## src/rtl/and_unit_arbiter.sv

```systemverilog
// Two-requester round-robin front end for the shared 16-bit AND unit.
// Optional grant counters are enabled with the AND_ARB_STATS_EN macro.
module and_unit_arbiter #(
  parameter int unsigned DATA_W = 16,
  parameter int unsigned RES_W  = 32
) (
  input  logic              clk,
  input  logic              rst_n,
  input  logic              req0Valid,
  output logic              req0Ready,
  input  logic [DATA_W-1:0] req0A,
  input  logic [DATA_W-1:0] req0B,
  input  logic              req1Valid,
  output logic              req1Ready,
  input  logic [DATA_W-1:0] req1A,
  input  logic [DATA_W-1:0] req1B,
  output logic              rspValid,
  input  logic              rspReady,
  output logic [RES_W-1:0]  rspData,
`ifdef AND_ARB_STATS_EN
  output logic [15:0]       grantCount0,
  output logic [15:0]       grantCount1,
`endif
  output logic              rspId
);

  typedef enum logic [1:0] {
    ST_IDLE = 2'd0,
    ST_CALC = 2'd1,
    ST_HOLD = 2'd2
  } state_t;

  state_t              r_state;
  state_t              w_state_nxt;
  logic                r_ptr;
  logic [DATA_W-1:0]   r_cap_a;
  logic [DATA_W-1:0]   r_cap_b;
  logic                r_cap_id;
  logic                r_rsp_valid;
  logic [RES_W-1:0]    r_rsp_data;
  logic                r_rsp_id;
  logic                w_gnt_id;
  logic                w_accept;
  logic                w_req0_ready;
  logic                w_req1_ready;
  logic                w_rsp_done;

  // Grant: a lone valid wins; on contention the priority pointer decides.
  assign w_gnt_id = (req0Valid && req1Valid) ? r_ptr : req1Valid;

  // State register.
  always_ff @(posedge clk) begin
    if (!rst_n) r_state <= ST_IDLE;
    else        r_state <= w_state_nxt;
  end

  // Next state and handshake strobes.
  always_comb begin
    w_state_nxt  = r_state;
    w_req0_ready = 1'b0;
    w_req1_ready = 1'b0;
    w_rsp_done   = 1'b0;
    case (r_state)
      ST_IDLE: begin
        w_req0_ready = rst_n && req0Valid && !w_gnt_id;
        w_req1_ready = rst_n && req1Valid &&  w_gnt_id;
        if (w_req0_ready || w_req1_ready) w_state_nxt = ST_CALC;
      end
      ST_CALC: w_state_nxt = ST_HOLD;
      ST_HOLD: begin
        w_rsp_done = r_rsp_valid && rspReady;
        if (w_rsp_done) w_state_nxt = ST_IDLE;
      end
      default: w_state_nxt = ST_IDLE;
    endcase
  end

  assign w_accept = w_req0_ready || w_req1_ready;

  // Operand capture, pointer update and response registers.
  always_ff @(posedge clk) begin
    if (!rst_n) begin
      r_ptr       <= 1'b0;
      r_cap_a     <= '0;
      r_cap_b     <= '0;
      r_cap_id    <= 1'b0;
      r_rsp_valid <= 1'b0;
      r_rsp_data  <= '0;
      r_rsp_id    <= 1'b0;
    end else begin
      if (w_accept) begin
        r_cap_a  <= w_gnt_id ? req1A : req0A;
        r_cap_b  <= w_gnt_id ? req1B : req0B;
        r_cap_id <= w_gnt_id;
        r_ptr    <= !w_gnt_id;
      end
      if (r_state == ST_CALC) begin
        r_rsp_data  <= RES_W'(r_cap_a & r_cap_b);
        r_rsp_id    <= r_cap_id;
        r_rsp_valid <= 1'b1;
      end else if (w_rsp_done) begin
        r_rsp_valid <= 1'b0;
      end
    end
  end

`ifdef AND_ARB_STATS_EN
  logic [15:0] r_cnt0;
  logic [15:0] r_cnt1;

  // Per-requester accept counters, wrapping at 16 bits.
  always_ff @(posedge clk) begin
    if (!rst_n) begin
      r_cnt0 <= '0;
      r_cnt1 <= '0;
    end else begin
      if (w_req0_ready) r_cnt0 <= r_cnt0 + 16'd1;
      if (w_req1_ready) r_cnt1 <= r_cnt1 + 16'd1;
    end
  end

  assign grantCount0 = r_cnt0;
  assign grantCount1 = r_cnt1;
`endif

  assign req0Ready = w_req0_ready;
  assign req1Ready = w_req1_ready;
  assign rspValid  = r_rsp_valid;
  assign rspData   = r_rsp_data;
  assign rspId     = r_rsp_id;

endmodule
```

## config.mk

```make
export PLATFORM = sky130hd
export DESIGN_NAME = and_unit_arbiter
export DESIGN_NICKNAME = d
export VERILOG_FILES = /design/src/rtl/and_unit_arbiter.sv
export SDC_FILE = /design/constraint.sdc
export NUM_CORES = 1
export LEC_CHECK = 0
export ABC_AREA = 1
export CORE_MARGIN = 4
export CORE_UTILIZATION = 40
export CTS_BUF_LIST = sky130_fd_sc_hd__clkbuf_8
export CTS_CLUSTER_DIAMETER = 80
export DETAILED_ROUTE_END_ITERATION = 10
export PLACE_DENSITY = 0.82
export SKIP_LAST_GASP = 1
export SLEW_MARGIN = 20
export SYNTH_ARGS = -nofsm -noshare
export SYNTH_HDL_FRONTEND = slang
export SYNTH_SLANG_ARGS = --single-unit
```

## constraint.sdc

```tcl
create_clock -name clk -period 1.67 [get_ports clk]
set_input_delay 0.334 -clock clk [delete_from_list [all_inputs] [get_ports clk]]
set_output_delay 0.334 -clock clk [all_outputs]
set_load 0.01 [all_outputs]
```

==> results of run 1 <==
[Yosys cell counts]
| cell | count |
|---|---|
| nor2_2 | 6 |
| conb_1 | 1 |
| buf_12 | 2 |
| nand2_1 | 145 |
| a21oi_1 | 19 |
| inv_1 | 61 |
| nor2_4 | 2 |
| nor2_1 | 88 |
| nor2_8 | 1 |
| dfxtp_1 | 54 |
| buf_6 | 7 |
| buf_4 | 24 |
| a21boi_0 | 1 |
| nand3_1 | 25 |
| buf_1 | 1 |
| inv_2 | 2 |
| nand2_4 | 2 |
| o21ai_0 | 2 |
| buf_2 | 2 |
| nand2_2 | 7 |
[sequential cells by signal (all words and copies together), names as in the netlist]
register	flops
rspValid	1
r_cap_a	16
r_cap_id	1
rspId	1
r_cap_b	16
r_ptr	1
r_state	2
rspData	16
[logic make-up (layout without fill, tap and decap cells)]
kind of cell,after synthesis,count (layout),share of synthesized area
simple gates,276,276,0.396
flops,54,54,0.374
compound gates,22,22,0.0389
buf+inv,99,176,0.190
other cells,1,16,0.00130
[worst min-delay path: cells and delay by family (launching register included)]
family | cells | cell delay, ps
DFF | 1 | 320
and+or+nand+nor | 1 | 60
AOI/OAI and AO/OA | 1 | 50
[per-layer routing]
layer	up-vias	track usage
met4	0	0.0611
met2	83	0.272
met5	-	0
met1	1190	0.193
li1	1473	-
met3	10	0.0290
[timing repair]
action | CTS | global route
pin swaps | 0 | 2
endpoints found under the setup margin | 2 | 34
buffers inserted | 0 | 1
gates resized for setup | 10 | 6
[cell type report]
cell class | count | share of cell area
sequential | 54 | 0.277
multi-input combinational | 314 | 0.340
tap | 96 | 0.0308
timing repair buffer | 105 | 0.268
clock inverter | 2 | 0.00224
clock buffer | 6 | 0.0212
inverter | 63 | 0.0606
[path summary, 6_finish.rpt]
check | from | to | slack (ps) | cells past startpoint
setup / recovery | r_state[0] | req0Ready | 100 | 6
hold / removal | rspData[8] | rspData[8] | 470 | 2
setup reg to reg | r_state[1] | rspData[5] | 350 | 5
hold reg to reg | rspData[8] | rspData[8] | 470 | 2
[power groups by stage]
stage | registers [mW] | clock network (mW) | logic, mW
floorplan | 1.46 | 0 | 0.499
global placement | 1.47 | 0 | 0.730
detailed placement | 1.47 | 0 | 0.747
CTS | 1.44 | 0.739 | 0.750
global route | 1.46 | 0.796 | 0.846
finish | 1.44 | 0.726 | 0.749
==> impl_metrics.toml, run 1 <==
[cells_and_area]
ff_latch_area_um2 = 1080
final_cells = 640
nets = 612
antenna_cells = 0
layout_common_cells = "nand2_1, nor2_1, clkdlybuf4s50_1"
drive_gt1_frac = 0.0901
design_area_um2 = 3900
n_fill_cell = 679
multi_input_area_um2 = 1330
final_core_util = 0.565
layout_commonest_cell = "nand2_1"
area_growth_syn_to_layout_pct = 34.9

[yosys]
yosys-top-cells-area = "dfxtp_1, nand2_1, nor2_1"
avgSynthCellArea_um2 = 6.40
syn-instance-count = 452
synth_top_area_share = 0.374
synth_area_leader_cell = "dfxtp_1"
synthesis.area_um2 = 2890
seq_area_frac_synth = 0.374
ys_types = 20
yosys_warnings = 0
ys_ff_latch = 54

[routing]
wirelength_met1_um = 2910
ant_nets = 0
drc = 0
drt_iter0_markers = 86
wl_per_cell_um = 10.5
dr.pass1.iters = 5
wl_met2_um = 3230
top_layer_used = "met4"
met3WireLength_um = 454
viasPerCell = 4.31
drt-total-wl_um = 6710
vias = 2756

[power_and_ir_drop]
powerDensity_nw_per_um2 = 747
p_leak_nw = 1.92
clkPwrFrac = 0.249
pwr-share-comb = 0.257
p_int_mw = 2.08
p_sw_mw = 0.838
seq_power_share = 0.494
total_power_mw = 2.92
irDropWorstVdd_v = 0.000379
swShare = 0.287

[timing]
fin_crit_sh = 0.937
holdWs_ps = 467
rsz0062_at_grt = "no"
max_freq_ghz = 0.639
setup_tns_ps = 0
setup-violations-final = 0
fin_crit_ps = 1570
hold_viol_final = 0
finalMaxSlewViolations = 0
fin_worst_skew_ps = 3.41
setup_slack_ps = 105

[worst_setup_path]
end_kind = "output pin"
critPathLaunchType = "flip-flop"
critPathBufInv = 2
worst_path_max_delay_cell = "dfxtp_1"
crit_family = "simple AND/OR/NAND/NOR gates"
crit_chain = "nor2_2, nand2_2, inv_1, nand2_1, nor2_2, buf_2"
arrival_ps = 1230
cpMostUsedCell = "nor2_2"
slowest_delay_ps = 340
crit_type = "reg2out"
crit_required_ps = 1340
cp_max_fo = 2

[place]
place_area_um2 = 3790
post-place-cells = 631
place_hpwl_um = 5250
io_buffer_count = 88
pre_cts_ws_ps = -495
gp_congestion = 0.771

[clock_tree]
clock-sinks = 54
cts_buffer_depth = 2
cts_tree = "done"
root_buffer = "clkbuf_8"
h-tree-depth = 2
cts-hold-fix-buffers = 0
cts_inserted_buffers = 5
cts.clk_slew.worst_paths_ps = 90
clk-insertion-delay-late_ps = 290

[die]
dieArea_um2 = 8660
initial_utilization = 0.419
num_io_pins = 105
die_h_um = 93.0
rows = 30
fp.dieW_um = 93.0
core_area_um2 = 6910

[global_route]
grt_pass1_wl_um = 11000
grt_usage = 0.157
grt_pass1_vias = 2516
antenna_found_initial = 0
grt-ovfl-total = 0
grt_max_degree = 41

[hold_path]
hold_class = "reg2reg"

[run_status]
status = "finished, final reports clean"

[job]
cap_violations = 0
Power figures use the tool's default switching activity.
==> run 2, diff against run 1 <==
- ABC_AREA: 1 -> 0
- PLACE_DENSITY: 0.82 -> 0.85
==> run 2 against run 1 <==
  * The flow now finishes with violations (setup timing)
  * Non-clock buffer count shrank 3
  * Largest cell class unchanged
  * Global-route usage grew 2.6 points
  * Die area shrank 13%
  * Maximum frequency shrank 7.3%
==> impl_metrics.toml, run 2 <==
[place]
io_buffer_count = 88
place_hpwl_um = 5010
gp_congestion = 0.773

[yosys]
yosys_warnings = 0
avgSynthCellArea_um2 = 9.38
synth_commonest_cells = "or3_1, dfxtp_1, o2111a_1, clkbuf_1, nand2_1"
synth_top_area_share = 0.433
seq_area_frac_synth = 0.433
synth_edf_count = 0
async_reset_ff_frac = 0
synth_area_leader_cell = "dfxtp_1"
synth_most_common_cell = "or3_1"
ys_types = 26
ys_ff_latch = 54
yosys_most_used_dff = "dfxtp_1"
synthesis.area_um2 = 2500
syn-instance-count = 266
yosys-top-cells-area = "dfxtp_1, or3_1, o2111a_1"

[cells_and_area]
drive_gt1_frac = 0.0948
nets = 416
antenna_cells = 0
n_fill_cell = 525
layout_commonest_cell = "clkdlybuf4s50_1"
layout_common_cells = "clkdlybuf4s50_1, or3_1, dfxtp_1"
area_growth_syn_to_layout_pct = 41.4
final_core_util = 0.589

[routing]
top_layer_used = "met4"
viasPerCell = 5.35
met3WireLength_um = 476
ant_nets = 0
wirelength_met1_um = 2970
drt_iter0_markers = 121
wl_met2_um = 3470
drc = 0
drt-total-wl_um = 6990
dr.pass1.iters = 4
vias = 2264
wl_per_cell_um = 16.5

[die]
dieArea_um2 = 7570
fp.dieW_um = 87.0
initial_utilization = 0.417
num_io_pins = 105
die_h_um = 87.0
core_area_um2 = 5990
rows = 28

[timing]
setup_slack_ps = -19.1
setup_tns_ps = -38.1
fin_worst_skew_ps = 7.39
fin_crit_sh = 1.01
hold_viol_final = 0
max_freq_ghz = 0.592
finalMaxSlewViolations = 0
rsz0062_at_grt = "yes"
fin_crit_ps = 1690
holdWs_ps = 467
setup-violations-final = 2

[global_route]
grt_pass1_vias = 2356
grt_pass1_wl_um = 11100
antenna_found_initial = 0
grt-ovfl-total = 0
grt_max_degree = 35
grt_usage = 0.183

[worst_setup_path]
regToRegStartpoint = "r_state[1]"
cp-startpoint = "r_state[1]"
critPathBufInv = 1
worst_path_max_delay_cell = "or3b_4"
end_kind = "output pin"
crit_chain = "or3b_4, nor3b_2, buf_2"
slowest_delay_ps = 400
cp_max_fo = 3
arrival_ps = 1360
crit_required_ps = 1340
crit_family = "simple AND/OR/NAND/NOR gates"
critPathLaunchType = "flip-flop"
crit_type = "reg2out"

[clock_tree]
h-tree-depth = 2
clk-insertion-delay-late_ps = 310
ctsResizeCount = 17
cts.clk_slew.worst_paths_ps = 90
cts-hold-fix-buffers = 0
cts_inserted_buffers = 5
cts_tree = "done"
clock-sinks = 54
root_buffer = "clkbuf_8"
cts_buffer_depth = 2
cts_setup_buffers = 0

[run_status]
status = "finished with violations"
failed_checks = "setup timing"

[power_and_ir_drop]
total_power_mw = 2.96
irDropWorstVdd_v = 0.000583
powerDensity_nw_per_um2 = 838
p_leak_nw = 1.26

[job]
cap_violations = 0

[hold_path]
min-delay-start = "rspData[9]"
hold_class = "reg2reg"
run 2: cell count changes in the layout (fill, tap and decap cells not counted), sizes merged, moves of 3 or more:
cell / change
a21boi: +16
a21oi: -18
and2: +3
dlymetal6s2s: -3
inv: -61
nand2: -135
nand3: -9
nor2: -96
o2111a: +32
or3: +64
run 2: logic make-up after synthesis:
group	synth area share
other	0.00150
AO/OA/AOI/OAI	0.213
AND/OR/NAND/NOR	0.256
buffers and inverters	0.0967
flip-flops	0.433
run 2: report_power, final:
part | switching (mW) | internal [mW]
logic | 0.307 | 0.384
clock network | 0.433 | 0.342
registers | 0.0784 | 1.41
run 2: final cells by class:
type | instances | area (um^2) | share of cell area
Clock buffer | 6 | 82.6 | 0.0234
Sequential cell | 54 | 1080 | 0.307
Multi-Input combinational cell | 182 | 1250 | 0.355
Clock inverter | 2 | 16.3 | 0.00461
Timing Repair Buffer | 102 | 993 | 0.282
Inverter | 2 | 7.51 | 0.00213
Tap cell | 75 | 93.8 | 0.0266
run 2: layer usage:
layer	GRT usage	vias to the layer above
li1	-	1113
met1	0.230	1068
met2	0.315	76
met3	0.0378	7
met4	0.0567	0
met5	0	-
run 2: worst min-delay path, delay by kind of cell (launching register included):
kind               cells  cell delay, ps
and+or+nand+nor        1              50
DFF                    1             320
AOI/OAI and AO/OA      1              60
run 2: final timing paths:
kind / depth (start not counted) / end / slack (ps)
setup / recovery: 3 / req0Ready / -20
hold / removal: 2 / rspData[9] / 470
setup reg to reg: 4 / r_cap_a[14] / 20
hold reg to reg: 2 / rspData[9] / 470
run 2: metrics by stage:
step / instances / setup slack [ps] / cell area [um^2]
finish: 423 / -19.1 / 3530
global route: 423 / -80.6 / 3530
CTS: 423 / -28.2 / 3530
detailed placement: 415 / -680 / 3430
global placement: 415 / -645 / 3430
floorplan: 281 / 50.6 / 2550
==> run 3, diff against run 2 <==
- ABC_AREA: 0 -> 1
- CORE_MARGIN: 4 -> not set
- PLACE_DENSITY: 0.85 -> 0.82
- SKIP_CTS_REPAIR_TIMING: not set -> 1
==> run 3 against run 2 <==
  * The run still ends with setup timing left
  * Cell area grew 12%
  * Sequential share of layout area shrank 3.4 points
  * Worst setup slack lost 230 ps
  * Critical path depth grew 3
  * Combinational power grew 11%
  * First-iteration DRC count shrank 13%
  * Largest power group unchanged
==> impl_metrics.toml, run 3 (synthesis gave the netlist of run 1 again) <==
[worst_setup_path]
critPathLaunchType = "flip-flop"
crit_family = "buffers and inverters"
crit_cells = 6
worstRegToRegCells = 8
end_kind = "output pin"
cp-startpoint = "r_state[1]"
crit_required_ps = 1340
regToRegStartpoint = "r_state[1]"
crit_chain = "nor2_2, nand2_2, inv_1, nand2_1, inv_1, clkdlybuf4s50_1"
cpMostUsedCell = "inv_1"
cp_max_fo = 2
arrival_ps = 1590
worst_path_max_delay_cell = "clkdlybuf4s50_1"
slowest_delay_ps = 520
critPathBufInv = 3
crit_type = "reg2out"

[power_and_ir_drop]
powerDensity_nw_per_um2 = 757
p_leak_nw = 1.95
seq_power_share = 0.480
pwr-share-comb = 0.255
total_power_mw = 3.00
swShare = 0.287
clkPwrFrac = 0.265
p_int_mw = 2.14
irDropWorstVdd_v = 0.000329
p_sw_mw = 0.862

[global_route]
grt_max_degree = 37
use_met1 = 0.236
grt_usage = 0.178
grt.busiest_layer = "met2"
grtUsageMet2 = 0.291
met3_usage = 0.0341
grt-ovfl-total = 0
antenna_found_initial = 0
grt_pass1_wl_um = 10500
grt_pass1_vias = 2378

[die]
core_area_um2 = 6910
die_h_um = 87.0
initial_utilization = 0.419
dieArea_um2 = 7580
num_io_pins = 105
fp.dieW_um = 87.0
rows = 30

[cells_and_area]
layout_commonest_cell = "nand2_1"
nets = 611
drive_gt1_frac = 0.0829
final_cells = 639
antenna_cells = 0
layout_common_cells = "nand2_1, nor2_1, clkdlybuf4s50_1"
area_growth_syn_to_layout_pct = 37.1

[place]
io_buffer_count = 88
gp_congestion = 0.781
post-place-cells = 630
place_hpwl_um = 4890

[clock_tree]
cts_buffer_depth = 2
cts_inserted_buffers = 5
clock-sinks = 54
root_buffer = "clkbuf_8"
clk-insertion-delay-late_ps = 310
cts_tree = "done"
cts.clk_slew.worst_paths_ps = 90
h-tree-depth = 2

[timing]
setup-violations-final = 1
finalMaxSlewViolations = 0
fin_crit_sh = 1.15
rsz0062_at_grt = "yes"
fin_worst_skew_ps = 7.77
hold_viol_final = 0
fin_crit_ps = 1920
holdWs_ps = 467
max_freq_ghz = 0.520
setup_slack_ps = -253

[routing]
drc = 0
viasPerCell = 4.29
dr.pass1.iters = 4
wl_per_cell_um = 10.3
drt_iter0_markers = 105
drt-total-wl_um = 6590
ant_nets = 0
vias = 2741

[run_status]
failed_checks = "setup timing"
status = "finished with violations"

[job]
cap_violations = 0

[hold_path]
hold_class = "reg2reg"
hold-path-cell-count = 2
min-delay-start = "rspData[2]"
## run 3: cell count changes in the layout (fill, tap and decap cells not counted), moves of 7 or more
cell      before  now
a21boi_0      17    0
nand3_1       16   25
or3_1         64    0
nand2_1       19  145
a21oi_1        1   19
nor2_1         1   88
o2111a_1      32    0
inv_1          2   61
nand2_2        0    7
## run 3: through the flow
stage | setup slack, ps | setup TNS [ps] | area (um^2) | util
6_report | -253 | -253 | 3970 | 0.574
4_1_cts | -493 | -1170 | 3920 | 0.567
2_1_floorplan | 423 | 0 | 2950 | -
3_3_place_gp | -482 | -9220 | 3810 | 0.552
5_1_grt | -349 | -378 | 3970 | 0.574
3_5_place_dp | -493 | -11560 | 3810 | 0.552
## run 3: final cells by class
class                      instances  area [um^2]
timing repair buffer             104         1100
multi-input combinational        314         1320
clock inverter                     1         8.76
fill                             674         2940
inverter                          63          236
tap                               96          120
clock buffer                       7         96.3
sequential                        54         1080
## run 3: final timing paths
check | slack, ps | end
hold / removal | 470 | rspData[2]
setup reg to reg | 310 | r_cap_a[5]
setup / recovery | -250 | req1Ready
hold reg to reg | 470 | rspData[2]
## run 3: worst register-to-register path, cell delays in order (launching register included)
cell,delay [ps]
dfxtp_1,330
nor2_2,170
nand2_2,70
buf_4,160
nor2_8,80
buf_12,160
nand2_1,80
nor2_1,150
nor2_1,50
## run 3: per-layer routing
layer / up-vias / part of all wire / routed length (um)
met5: - / 0 / 0
li1: 1471 / - / -
met2: 79 / 0.46 / 3050
met3: 5 / 0.054 / 357
met4: 0 / 0.012 / 79
met1: 1186 / 0.47 / 3110
## run 3: power groups by stage
stage          clock (mW)  combinational, mW  sequential, mW
2_1_floorplan           0              0.499            1.46
3_3_place_gp            0              0.735            1.47
3_5_place_dp            0              0.753            1.47
4_1_cts             0.807              0.758            1.44
5_1_grt             0.853              0.863            1.45
6_report            0.795              0.766            1.44
